### src/rtl/country_car_detector.sv
// Vehicle-loop conditioner: synchronises, debounces and holds the raw loop into X; flags stuck loops.
// Optional CAR_COUNT_EN macro adds a saturating 8-bit car_count output.
module country_car_detector #(
   parameter int unsigned DEB_CYCLES   = 4,
   parameter int unsigned HOLD_CYCLES  = 6,
   parameter int unsigned STUCK_CYCLES = 255
) (
   input  logic       clock,
   input  logic       clear_n,
   input  logic       loop_raw,
   output logic       X,
   output logic       stuck
`ifdef CAR_COUNT_EN
   ,
   output logic [7:0] car_count
`endif
);

   localparam int unsigned CntMax = (DEB_CYCLES > HOLD_CYCLES) ? DEB_CYCLES : HOLD_CYCLES;
   localparam int unsigned CntW   = $clog2(CntMax + 1);
   localparam int unsigned StW    = (STUCK_CYCLES > 1) ? $clog2(STUCK_CYCLES) : 1;

   typedef enum logic [2:0] {
      StIdle    = 3'd0,
      StDebOn   = 3'd1,
      StPresent = 3'd2,
      StHold    = 3'd3,
      StStuck   = 3'd4
   } state_e;

   state_e          state_q, state_d;
   logic [CntW-1:0] cnt_q, cnt_d;
   logic [StW-1:0]  st_cnt_q, st_cnt_d;
   logic            sync1_q, loop_s;
   logic            x_q, stuck_q;

   always_ff @(posedge clock or negedge clear_n) begin
      if (!clear_n) begin
         sync1_q  <= 1'b0;
         loop_s   <= 1'b0;
         state_q  <= StIdle;
         cnt_q    <= '0;
         st_cnt_q <= '0;
         x_q      <= 1'b0;
         stuck_q  <= 1'b0;
      end else begin
         sync1_q  <= loop_raw;
         loop_s   <= sync1_q;
         state_q  <= state_d;
         cnt_q    <= cnt_d;
         st_cnt_q <= st_cnt_d;
         // Outputs are flopped from the next state so they change on the same edge as the FSM.
         x_q      <= (state_d == StPresent) || (state_d == StHold);
         stuck_q  <= (state_d == StStuck);
      end
   end

   always_comb begin
      state_d  = state_q;
      cnt_d    = cnt_q;
      st_cnt_d = st_cnt_q;
      unique case (state_q)
         StIdle: begin
            if (loop_s) begin
               state_d = StDebOn;
               cnt_d   = CntW'(1);
            end
         end
         StDebOn: begin
            if (!loop_s) begin
               state_d = StIdle;
               cnt_d   = '0;
            end else if (cnt_q == CntW'(DEB_CYCLES - 1)) begin
               state_d  = StPresent;
               cnt_d    = '0;
               st_cnt_d = '0;
            end else begin
               cnt_d = cnt_q + CntW'(1);
            end
         end
         StPresent: begin
            if (!loop_s) begin
               state_d = StHold;
               cnt_d   = CntW'(1);
            end else if (st_cnt_q == StW'(STUCK_CYCLES - 1)) begin
               state_d = StStuck;
               cnt_d   = '0;
            end else begin
               st_cnt_d = st_cnt_q + StW'(1);
            end
         end
         StHold: begin
            if (loop_s) begin
               state_d  = StPresent;
               cnt_d    = '0;
               st_cnt_d = '0;
            end else if (cnt_q == CntW'(HOLD_CYCLES - 1)) begin
               state_d = StIdle;
               cnt_d   = '0;
            end else begin
               cnt_d = cnt_q + CntW'(1);
            end
         end
         StStuck: begin
            // Leave only after a clean debounce-length run of low samples.
            if (loop_s) begin
               cnt_d = '0;
            end else if (cnt_q == CntW'(DEB_CYCLES - 1)) begin
               state_d = StIdle;
               cnt_d   = '0;
            end else begin
               cnt_d = cnt_q + CntW'(1);
            end
         end
         default: begin
            state_d  = StIdle;
            cnt_d    = '0;
            st_cnt_d = '0;
         end
      endcase
   end

   assign X     = x_q;
   assign stuck = stuck_q;

`ifdef CAR_COUNT_EN
   logic [7:0] car_cnt_q;

   always_ff @(posedge clock or negedge clear_n) begin
      if (!clear_n) begin
         car_cnt_q <= '0;
      end else if ((state_q == StDebOn) && (state_d == StPresent) && (car_cnt_q != 8'hFF)) begin
         car_cnt_q <= car_cnt_q + 8'd1;
      end
   end

   assign car_count = car_cnt_q;
`endif

endmodule
### config.mk
export PLATFORM = sky130hd
export DESIGN_NAME = country_car_detector
export DESIGN_NICKNAME = d
export VERILOG_FILES = /design/src/rtl/country_car_detector.sv
export SDC_FILE = /design/constraint.sdc
export NUM_CORES = 1
export LEC_CHECK = 0
export ABC_AREA = 0
export BUFFER_PORTS_ARGS = -buffer_cell sky130_fd_sc_hd__buf_2
export CAP_MARGIN = 30
export CORE_UTILIZATION = 60
export CTS_BUF_LIST = sky130_fd_sc_hd__clkbuf_2
export CTS_CLUSTER_DIAMETER = 40
export DETAILED_ROUTE_END_ITERATION = 7
export PLACE_DENSITY = 0.76
export SLEW_MARGIN = 20
export SYNTH_ARGS = -nofsm -noshare
export SYNTH_HDL_FRONTEND = slang
export SYNTH_SLANG_ARGS = --single-unit
export TNS_END_PERCENT = 5
### constraint.sdc
create_clock -name clock -period 2.61 [get_ports clock]
set_clock_uncertainty 0.15 [all_clocks]
set_input_delay 0.522 -clock clock [delete_from_list [all_inputs] [get_ports clock]]
set_output_delay 0.522 -clock clock [all_outputs]
set_load 0.03 [all_outputs]
==> results of run 1 <==
worst max-delay path, stage by stage (launching register included):
cell and delay [ns]:
sky130_fd_sc_hd__dfrtp_1 0.46, sky130_fd_sc_hd__ha_1 0.20, sky130_fd_sc_hd__ha_1 0.26, sky130_fd_sc_hd__or3_1 0.21, sky130_fd_sc_hd__nand2_1 0.17, sky130_fd_sc_hd__or4_1 0.54
sky130_fd_sc_hd__a21boi_1 0.15
what timing repair did:
item / in CTS / in global routing
gates resized for setup: 0 / 0
hold buffers: 1 / 0
endpoints found under the hold margin: 18 / 0
logic make-up after synthesis:
| kind of cell | count (synthesis) |
|---|---|
| xor gates and xnor gates | 1 |
| muxes | 1 |
| DFF | 18 |
| and+or+nand+nor | 41 |
| buffers and inverters | 14 |
| AOI/OAI and AO/OA | 31 |
| adders and majority gates | 6 |
stage by stage:
step                      util [%]  hold WS [ns]  power [mW]  instances
final                        70.87        0.1444      0.6395        133
after global routing         70.87        0.1222      0.6789        133
after CTS                    70.87        0.1454      0.6360        133
after detailed placement     69.05        0.1934      0.5179        128
after global placement       69.05        0.1885      0.5107        128
after floorplan                  -       0.07641      0.4754        112
power by group:
part	total, mW	switching, mW	internal (mW)
Sequential	0.360	0.0505	0.310
Combinational	0.156	0.0882	0.0677
Clock	0.123	0.0898	0.0333
Total	0.640	0.229	0.411
layer usage:
layer	routed length, um	global-route usage, %	up-vias
met4	37	9.091	0
met1	1022	37.00	419
met5	0	0	-
li1	-	-	440
met2	866	32.94	22
met3	101	4.898	5
cells in the mapped netlist (2+ instances only):
cell | count | share of area [%]
sky130_fd_sc_hd__or3_1 | 4 | 2.4
sky130_fd_sc_hd__ha_1 | 6 | 7.1
sky130_fd_sc_hd__o21ai_1 | 6 | 2.8
sky130_fd_sc_hd__buf_2 | 2 | 0.94
sky130_fd_sc_hd__nand3_1 | 7 | 3.3
sky130_fd_sc_hd__dfrtp_1 | 18 | 42
sky130_fd_sc_hd__a31oi_1 | 2 | 1.2
sky130_fd_sc_hd__nor2_1 | 3 | 1.1
sky130_fd_sc_hd__clkbuf_1 | 2 | 0.71
sky130_fd_sc_hd__nor3_1 | 4 | 1.9
sky130_fd_sc_hd__a21boi_1 | 4 | 2.8
sky130_fd_sc_hd__o31ai_1 | 2 | 1.4
sky130_fd_sc_hd__nor4_1 | 4 | 2.4
sky130_fd_sc_hd__or4_1 | 2 | 1.4
sky130_fd_sc_hd__a221o_1 | 2 | 1.9
sky130_fd_sc_hd__nand4_1 | 3 | 1.8
sky130_fd_sc_hd__nand2_1 | 2 | 0.71
sky130_fd_sc_hd__a21oi_1 | 6 | 2.8
sky130_fd_sc_hd__nand2b_1 | 2 | 1.2
sky130_fd_sc_hd__and2_1 | 2 | 1.2
sky130_fd_sc_hd__inv_1 | 8 | 2.8
sequential cells by signal, summed over array words and instances (netlist names):
signal and cells:
st_cnt_q 8, cnt_q 3, state_q 3, X 1
loop_s 1, stuck 1, sync1_q 1
worst max path at each step:
stage / endpoint / cells past startpoint
2_1_floorplan: st_cnt_q[6]$_DFFE_PN0P_ / 6
3_3_place_gp: st_cnt_q[4]$_DFFE_PN0P_ / 6
3_5_place_dp: st_cnt_q[4]$_DFFE_PN0P_ / 6
4_1_cts: st_cnt_q[4]$_DFFE_PN0P_ / 6
5_1_grt: st_cnt_q[4]$_DFFE_PN0P_ / 6
6_report: st_cnt_q[4]$_DFFE_PN0P_ / 6
layout make-up:
cell class,instances,area share (%)
clock buffer,3,1.344
clock inverter,1,0.3359
inverter,9,3.024
multi-input combinational,80,49.83
sequential,18,40.31
tap,16,1.792
timing repair buffer,6,3.359
==> flow_summary.toml, run 1 <==
[timing]
fin_crit_sh_pct = 83.92
tightest_slew_ns = 0.7055
setup_tns_ns = 0
peak_freq_mhz = 456.5
post-route-min-period_ns = 2.190
grt_setup_unrepaired = "false"
final_critical_path_setup_slack_ns = 0.4196
slew_headroom_pct = 52.35
setup_viol = 0
finalHoldViolCount = 0
max_slew_violation_total_from_the_final_report = 0

[synthesis]
synth.yosys.warnings = 0
postSynth.asyncResetShare_pct = 100.0
synth_xor_xnor_area_share_pct = 0.8245
synth-seq-area-share_pct = 42.40
synth.avg_cell_area_um2 = 9.485
ys_seq_elements = 18
synthMuxAreaShare_pct = 0.9423
post_synth_inst_count = 112
synth_area_um2 = 1062
synth_enable_flop_cells = 0
synth.lib_cells_used.distinct = 42
post_synth_fa_ha_maj_area_fraction_pct = 7.067
synthesis.nets = 121
share_of_the_synthesized_area_in_compound_gates_ao_oa_aoi_oai_pct = 19.67
postSynth.topFlopCell = "sky130_fd_sc_hd__dfrtp_1"
largest_family_of_logic_cells_by_synthesized_area = "simple AND/OR/NAND/NOR gates"
synthSimpleGateAreaFrac_pct = 23.91

[critical_path]
reg2reg_from = "cnt_q[0]$_DFFE_PN0P_"
worst_reg2reg_path_depth = 6
timing.critical_path.from = "cnt_q[0]$_DFFE_PN0P_"
crit_arrival_ns = 2.30
crit_path_max_fanout = 7
timing.rr.end = "st_cnt_q[4]$_DFFE_PN0P_"
crit_path_start_kind = "flop"
cp_data_required_time_ns = 2.72
timing.critical_path.to_type = "flop"
critical_path_class = "flop to flop"
r2r_setup_slack_ns = 0.42

[clocking]
h-tree-depth = 1
clk_root_buffer_cell = "sky130_fd_sc_hd__clkbuf_2"
clock_tree.buffer_depth = 2
cts_buf_count = 3
clock_slew_seen_by_the_registers_of_the_worst_setup_and_hold_paths_ns = 0.17
clk_latency_worst_skew_pair_ns = 0.31
postcts_setup_bufs = 0
cts_tree = "yes"
number_of_sinks_handled_by_clock_tree_synthesis = 18

[global_routing]
pin_count_of_the_biggest_net_entering_global_routing = 19
grt_pass1_vias = 768
overall_track_demand_over_capacity_in_global_routing_pct = 23.92
grt_first_pass_wirelength_mm = 3.408
antenna_violations_before_repair = 0
globalRouteOverflowTotal = 0

[placement]
globalplace.congestion = 0.9358
place_ws_ns = 0.4855
port_buffers = 4
dp_wirelength_mm = 1.405
place_area_um2 = 1089

[final_layout]
multiInputGateArea_um2 = 556.8
antenna_cells = 0
synthToLayoutAreaGrowth_pct = 5.182
most-common-layout-cells = "sky130_fd_sc_hd__dfrtp_1 (18), sky130_fd_sc_hd__inv_1 (8), sky130_fd_sc_hd__nand3_1 (7)"
num-fill-cells = 126
layout.cell_area.non_filler_um2 = 1117
drive_above_1_share_pct = 8.547
layout_commonest_cell = "sky130_fd_sc_hd__dfrtp_1"
seqCellArea_um2 = 450.4
nNetsFinal = 127

[detailed_routing]
ant_nets = 0
dr.first_iter.drc_count = 35
viasPerCell = 6.662
dr_total_vias = 886
postRouteWirelength_mm = 2.029
detailedRoute.firstPassIterationCount = 5
route.detailed.wl_per_inst_um = 15.26
drc_violation_count_after_routing = 0

[worst_hold_path]
min-delay-start = "loop_raw"
class_of_the_most_critical_hold_timing_path = "primary input to flop"
min_delay_path_depth = 1
holdPathEnd = "sync1_q$_DFF_PN0_"

[job]
cap_violations = 0

[die]
placement_rows = 14
floorplan.io_pins = 5
die_width_um = 44.08
initial_utilization_pct = 67.38
fp.coreArea_um2 = 1577
fp.dieArea_um2 = 1943
die_h_um = 44.08

[pwr]
vdd.ir_drop.worst_mv = 0.4567
power_density_nw_per_um2 = 572.4
cellLeakagePower_nw = 0.4780

[outcome]
status = "finished, final reports clean"
(Power assumes the default switching activity.)
==> inputs of run 2 (changes only) <==
==> constraint.sdc (replaced) <==
create_clock -name clock -period 2.1 [get_ports clock]
set_clock_uncertainty 0.15 [all_clocks]
set_input_delay 0.42 -clock clock [delete_from_list [all_inputs] [get_ports clock]]
set_output_delay 0.42 -clock clock [all_outputs]
set_load 0.03 [all_outputs]
==> flow_summary.toml, run 2 (synthesized netlist as in run 1, its figures left out) <==
[timing]
tightest_slew_ns = 0.5612
max_slew_violation_total_from_the_final_report = 0
slew_headroom_pct = 62.10
grt_setup_unrepaired = "false"
setup_viol = 0
post-route-min-period_ns = 1.987
fin_crit_sh_pct = 94.61
final.hold.worst_slack_ns = 0.06884
peak_freq_mhz = 503.3
finalHoldViolCount = 0

[die]
placement_rows = 14
die_h_um = 44.08
initial_utilization_pct = 67.38
floorplan.io_pins = 5
fp.dieArea_um2 = 1943
fp.coreArea_um2 = 1577
die_width_um = 44.08

[job]
cap_violations = 0

[pwr]
power_density_nw_per_um2 = 699.6
cellLeakagePower_nw = 0.5054
vdd.ir_drop.worst_mv = 0.4828

[final_layout]
nNetsFinal = 133
most-common-layout-cells = "sky130_fd_sc_hd__dfrtp_1 (18), sky130_fd_sc_hd__inv_1 (8), sky130_fd_sc_hd__nand3_1 (7), sky130_fd_sc_hd__buf_4 (7)"
biggestRegsByFlops = "st_cnt_q (8), cnt_q (3), state_q (3)"
drive_above_1_share_pct = 15.57
layout_commonest_cell = "sky130_fd_sc_hd__dfrtp_1"
antenna_cells = 0
largest-register = "st_cnt_q"
stdcell_count = 138
largest_register_ff_count = 8
synthToLayoutAreaGrowth_pct = 10.01

[placement]
port_buffers = 4
dp_wirelength_mm = 1.620
post-place-cells = 134
globalplace.congestion = 0.8966

[global_routing]
antenna_violations_before_repair = 0
globalRouteOverflowTotal = 0
overall_track_demand_over_capacity_in_global_routing_pct = 25.80
pin_count_of_the_biggest_net_entering_global_routing = 19
grt_pass1_vias = 838
grt_first_pass_wirelength_mm = 3.684

[clocking]
clock_tree.buffer_depth = 2
clock_slew_seen_by_the_registers_of_the_worst_setup_and_hold_paths_ns = 0.16
h-tree-depth = 1
cts_tree = "yes"
postcts_setup_bufs = 0
clk_root_buffer_cell = "sky130_fd_sc_hd__clkbuf_2"
clk_latency_worst_skew_pair_ns = 0.30
number_of_sinks_handled_by_clock_tree_synthesis = 18
cts_buf_count = 3

[critical_path]
crit_path_max_fanout = 7
worst_reg2reg_path_depth = 6
timing.critical_path.to_type = "flop"
cp_data_required_time_ns = 2.18
crit_arrival_ns = 2.07
crit_path_start_kind = "flop"
critical_path_class = "flop to flop"

[detailed_routing]
dr.first_iter.drc_count = 10
drc_violation_count_after_routing = 0
postRouteWirelength_mm = 2.129
route.detailed.wl_per_inst_um = 15.43
ant_nets = 0
dr_total_vias = 887
viasPerCell = 6.428
detailedRoute.firstPassIterationCount = 4

[outcome]
status = "finished, final reports clean"

[worst_hold_path]
class_of_the_most_critical_hold_timing_path = "primary input to flop"
min_delay_path_depth = 1
## run 2: cell types whose count changed in the layout (fill, tap and decap cells not counted)
cell                       delta
sky130_fd_sc_hd__or3_4        +1
sky130_fd_sc_hd__or3_1        -1
sky130_fd_sc_hd__ha_1         -1
sky130_fd_sc_hd__buf_4        +6
sky130_fd_sc_hd__ha_2         +1
sky130_fd_sc_hd__clkinv_1     -1
sky130_fd_sc_hd__nand2_2      +1
sky130_fd_sc_hd__nand2_1      -1
## run 2: power by group
part	leakage, nW	internal, mW	switching (mW)
Clock	0.0125	0.0390	0.101
Combinational	0.252	0.112	0.140
Sequential	0.241	0.385	0.0409
Total	0.505	0.537	0.281
## run 2: per-layer routing
| layer | GRT usage, % | share of wire [%] |
|---|---|---|
| met5 | 0 | 0 |
| met4 | 7.879 | 0.99 |
| met3 | 4.898 | 5.4 |
| met2 | 37.35 | 44 |
| met1 | 39.15 | 50 |
## run 2: cell type report
cell class              count  area [um2]
multi-input cells          80       566.8
flip-flops and latches     18       450.4
fillers                   119       407.9
repair buffers             12       82.58
inverters                   9       33.78
well taps                  16       20.02
clock buffers               3       15.01
## run 2: worst max-delay path: stages (launching register included)
cell and delay (ns):
sky130_fd_sc_hd__dfrtp_1 0.40, sky130_fd_sc_hd__ha_1 0.18, sky130_fd_sc_hd__ha_2 0.24, sky130_fd_sc_hd__or3_4 0.16
sky130_fd_sc_hd__nand2_2 0.09, sky130_fd_sc_hd__or4_1 0.51, sky130_fd_sc_hd__a21boi_1 0.18
## run 2: per-stage QoR
| stage | area, um2 | util (%) | setup TNS, ns | setup slack (ns) | total power, mW |
|---|---|---|---|---|---|
| global placement | 1134 | 71.90 | 0 | 0.1248 | 0.6583 |
| floorplan | 1062 | - | 0 | 0.1550 | 0.5909 |
| CTS | 1161 | 73.65 | 0 | 0.001878 | 0.8128 |
| detailed placement | 1134 | 71.90 | -0.006258 | -0.006258 | 0.6712 |
| global route | 1169 | 74.13 | 0 | 0.02548 | 0.8621 |
| finish | 1169 | 74.13 | 0 | 0.1133 | 0.8176 |
## run 2: final timing paths
kind | start | end | slack (ns)
worst max-delay path | cnt_q[1]$_DFFE_PN0P_ | st_cnt_q[4]$_DFFE_PN0P_ | 0.11
worst min-delay path | loop_raw | sync1_q$_DFF_PN0_ | 0.07
worst max register to register | cnt_q[1]$_DFFE_PN0P_ | st_cnt_q[4]$_DFFE_PN0P_ | 0.11
worst min register to register | sync1_q$_DFF_PN0_ | loop_s$_DFF_PN0_ | 0.23
max in group asynchronous | clear_n | sync1_q$_DFF_PN0_ | 1.12
min in group asynchronous | clear_n | st_cnt_q[4]$_DFFE_PN0P_ | 0.40
## run 2: repair_timing
action                                  CTS  global route
hold buffers                              1             0
resized for setup                         1             2
cloned                                    0             0
hold endpoints to repair                 18             0
endpoints found under the setup margin    2             3
==> inputs of run 3 (changes only) <==
--- a/config.mk
+++ b/config.mk
@@ -5,7 +5,7 @@
 export SDC_FILE = /design/constraint.sdc
 export NUM_CORES = 1
 export LEC_CHECK = 0
-export ABC_AREA = 0
+export ABC_AREA = 1
 export BUFFER_PORTS_ARGS = -buffer_cell sky130_fd_sc_hd__buf_2
 export CAP_MARGIN = 30
 export CORE_UTILIZATION = 60
==> flow_summary.toml, run 3 <==
[outcome]
status = "finished, final reports clean"

[die]
initial_utilization_pct = 65.89
die_h_um = 46.02
die_width_um = 46.02
fp.coreArea_um2 = 1764
placement_rows = 15
fp.dieArea_um2 = 2117
floorplan.io_pins = 5

[worst_hold_path]
class_of_the_most_critical_hold_timing_path = "primary input to flop"
min-delay-start = "loop_raw"
min_delay_path_depth = 1
holdPathEnd = "sync1_q$_DFF_PN0_"

[timing]
setup_tns_ns = 0
slew_headroom_pct = 73.61
fin_crit_sh_pct = 84.71
grt_setup_unrepaired = "false"
setup_viol = 0
tightest_slew_ns = 0.3958
peak_freq_mhz = 562.2
post-route-min-period_ns = 1.779
finalHoldViolCount = 0
max_slew_violation_total_from_the_final_report = 0
final.hold.worst_slack_ns = 0.06526

[clocking]
cts.hold.buffers_added = 1
cts_buf_count = 3
h-tree-depth = 1
clk_latency_worst_skew_pair_ns = 0.29
postcts_setup_bufs = 0
clk_root_buffer_cell = "sky130_fd_sc_hd__clkbuf_2"
cts_tree = "yes"
clock_slew_seen_by_the_registers_of_the_worst_setup_and_hold_paths_ns = 0.17
cts_repair_resize_count = 0
clock_tree.buffer_depth = 2
number_of_sinks_handled_by_clock_tree_synthesis = 18

[pwr]
switching_share_pct = 46.37
vdd.ir_drop.worst_mv = 0.4936
power_frac_comb_pct = 46.1
power.internal_mw = 0.6259
power_density_nw_per_um2 = 956.6
cellLeakagePower_nw = 0.5936
power.share.sequential_pct = 41.6
clkPwrFrac_pct = 12.2
p_switching_mw = 0.5411

[synthesis]
synth.lib_cells_used.distinct = 26
synth_xor_xnor_area_share_pct = 2.260
postSynth.topFlopCell = "sky130_fd_sc_hd__dfrtp_1"
synth-seq-area-share_pct = 38.75
share_of_the_synthesized_area_in_compound_gates_ao_oa_aoi_oai_pct = 8.719
synthesis.nets = 160
synth_top_area_cell = "sky130_fd_sc_hd__dfrtp_1"
largest_family_of_logic_cells_by_synthesized_area = "simple AND/OR/NAND/NOR gates"
synthSimpleGateAreaFrac_pct = 36.49
synth.yosys.warnings = 0
ys_top_cells_by_area = "sky130_fd_sc_hd__dfrtp_1 (39%), sky130_fd_sc_hd__nand2_1 (15%), sky130_fd_sc_hd__ha_1 (6.5%)"
post_synth_inst_count = 151
synth_enable_flop_cells = 0
postSynth.asyncResetShare_pct = 100.0
yosysTopAreaCellShare_pct = 38.75
synthMuxAreaShare_pct = 0
synth_area_um2 = 1162
synth.cells.most_frequent = "sky130_fd_sc_hd__nand2_1 (47), sky130_fd_sc_hd__dfrtp_1 (18), sky130_fd_sc_hd__nor2_1 (17)"
post_synth_fa_ha_maj_area_fraction_pct = 6.459
synth_most_common_cell = "sky130_fd_sc_hd__nand2_1"
synth.avg_cell_area_um2 = 7.698
ys_seq_elements = 18

[critical_path]
cp_cell_sequence = "ha_1 -> ha_1 -> nor2_2 -> nor2_4 -> nand2_2 -> nand2_1 -> o21ai_2"
timing.rr.end = "st_cnt_q[0]$_DFFE_PN0P_"
crit_arrival_ns = 1.86
crit_path_start_kind = "flop"
critical_path.most_common_cell = "sky130_fd_sc_hd__ha_1"
crit_slowest_cell = "sky130_fd_sc_hd__dfrtp_1"
timing.critical_path.to_type = "flop"
critical_path_class = "flop to flop"
reg2reg_from = "cnt_q[0]$_DFFE_PN0P_"
critPathMaxStageDelay_ns = 0.46
r2r_setup_slack_ns = 0.32
crit_path_max_fanout = 11
cp_data_required_time_ns = 2.18
worst_reg2reg_path_depth = 7

[detailed_routing]
postRouteWirelength_mm = 2.115
dr.first_iter.drc_count = 17
dr_total_vias = 956
drc_violation_count_after_routing = 0
detailedRoute.firstPassIterationCount = 4
viasPerCell = 5.253
ant_nets = 0
route.detailed.wl_per_inst_um = 11.62

[final_layout]
antenna_cells = 0
multiInputGateArea_um2 = 626.9
drive_above_1_share_pct = 15.29
seqCellArea_um2 = 450.4
biggestRegsByFlops = "st_cnt_q (8), cnt_q (3), state_q (3)"
nNetsFinal = 168
largest_register_ff_count = 8
most-common-layout-cells = "sky130_fd_sc_hd__nand2_1 (47), sky130_fd_sc_hd__dfrtp_1 (18), sky130_fd_sc_hd__nor2_1 (17)"
num-fill-cells = 163
layout_commonest_cell = "sky130_fd_sc_hd__nand2_1"
synthToLayoutAreaGrowth_pct = 4.952
largest-register = "st_cnt_q"

[placement]
port_buffers = 4
globalplace.congestion = 0.8551
dp_wirelength_mm = 1.618

[global_routing]
overall_track_demand_over_capacity_in_global_routing_pct = 22.33
globalRouteOverflowTotal = 0
antenna_violations_before_repair = 0
grt_first_pass_wirelength_mm = 3.367
grt_pass1_vias = 793
pin_count_of_the_biggest_net_entering_global_routing = 19

[job]
cap_violations = 0
run 3: cell count changes after synthesis, sizes merged, moves of 7 or more:
cell	change
nand3	+10
inv	+7
nor2	+18
nand2	+48
run 3: worst max path at each step:
| stage | from | to | slack [ns] |
|---|---|---|---|
| floorplan | cnt_q[0]$_DFFE_PN0P_ | st_cnt_q[5]$_DFFE_PN0P_ | 0.51 |
| global placement | cnt_q[0]$_DFFE_PN0P_ | st_cnt_q[7]$_DFFE_PN0P_ | 0.43 |
| detailed placement | cnt_q[0]$_DFFE_PN0P_ | st_cnt_q[0]$_DFFE_PN0P_ | 0.36 |
| CTS | cnt_q[0]$_DFFE_PN0P_ | st_cnt_q[0]$_DFFE_PN0P_ | 0.32 |
| global route | cnt_q[0]$_DFFE_PN0P_ | st_cnt_q[7]$_DFFE_PN0P_ | 0.19 |
| finish | cnt_q[0]$_DFFE_PN0P_ | st_cnt_q[0]$_DFFE_PN0P_ | 0.32 |
run 3: power groups by stage:
stage	Sequential, mW	Clock [mW]	Combinational, mW
final	0.486	0.143	0.538
after global routing	0.494	0.160	0.615
after CTS	0.485	0.144	0.540
after detailed placement	0.492	0	0.537
after global placement	0.486	0	0.525
after floorplan	0.497	0	0.431
run 3: cell type report:
class | count | share of cell area [%]
Tap cell | 25 | 2.564
Timing Repair Buffer | 5 | 2.462
Clock buffer | 3 | 1.231
Sequential cell | 18 | 36.92
Multi-Input combinational cell | 114 | 51.38
Inverter | 17 | 5.436
run 3: per-stage QoR:
| stage | area, um2 | instances | util [%] | worst slack [ns] | power, mW |
|---|---|---|---|---|---|
| finish | 1220 | 182 | 69.15 | 0.3211 | 1.167 |
| global route | 1220 | 182 | 69.15 | 0.1883 | 1.268 |
| CTS | 1220 | 182 | 69.15 | 0.3226 | 1.169 |
| detailed placement | 1195 | 178 | 67.73 | 0.3646 | 1.029 |
| global placement | 1195 | 178 | 67.73 | 0.4291 | 1.011 |
| floorplan | 1162 | 151 | - | 0.5088 | 0.9281 |
run 3: metal layers:
metal	GRT usage (%)	routed length [um]
met3	4.762	82
met4	5.294	9
met5	0	0
met1	30.30	1016
met2	36.06	1006
run 3: kinds of logic after synthesis:
kind of cell               after synthesis
DFF                                     18
adders and majority gates                6
buffers and inverters                   19
and+or+nand+nor                         91
AOI/OAI and AO/OA                       14
xor gates and xnor gates                 3
run 3: worst max-delay path: cells and delay by family, from the launching register on:
kind,cells,cell delay (ns)
simple gates,4,0.55
fa+ha+maj,2,0.49
flops,1,0.46
compound gates,1,0.06
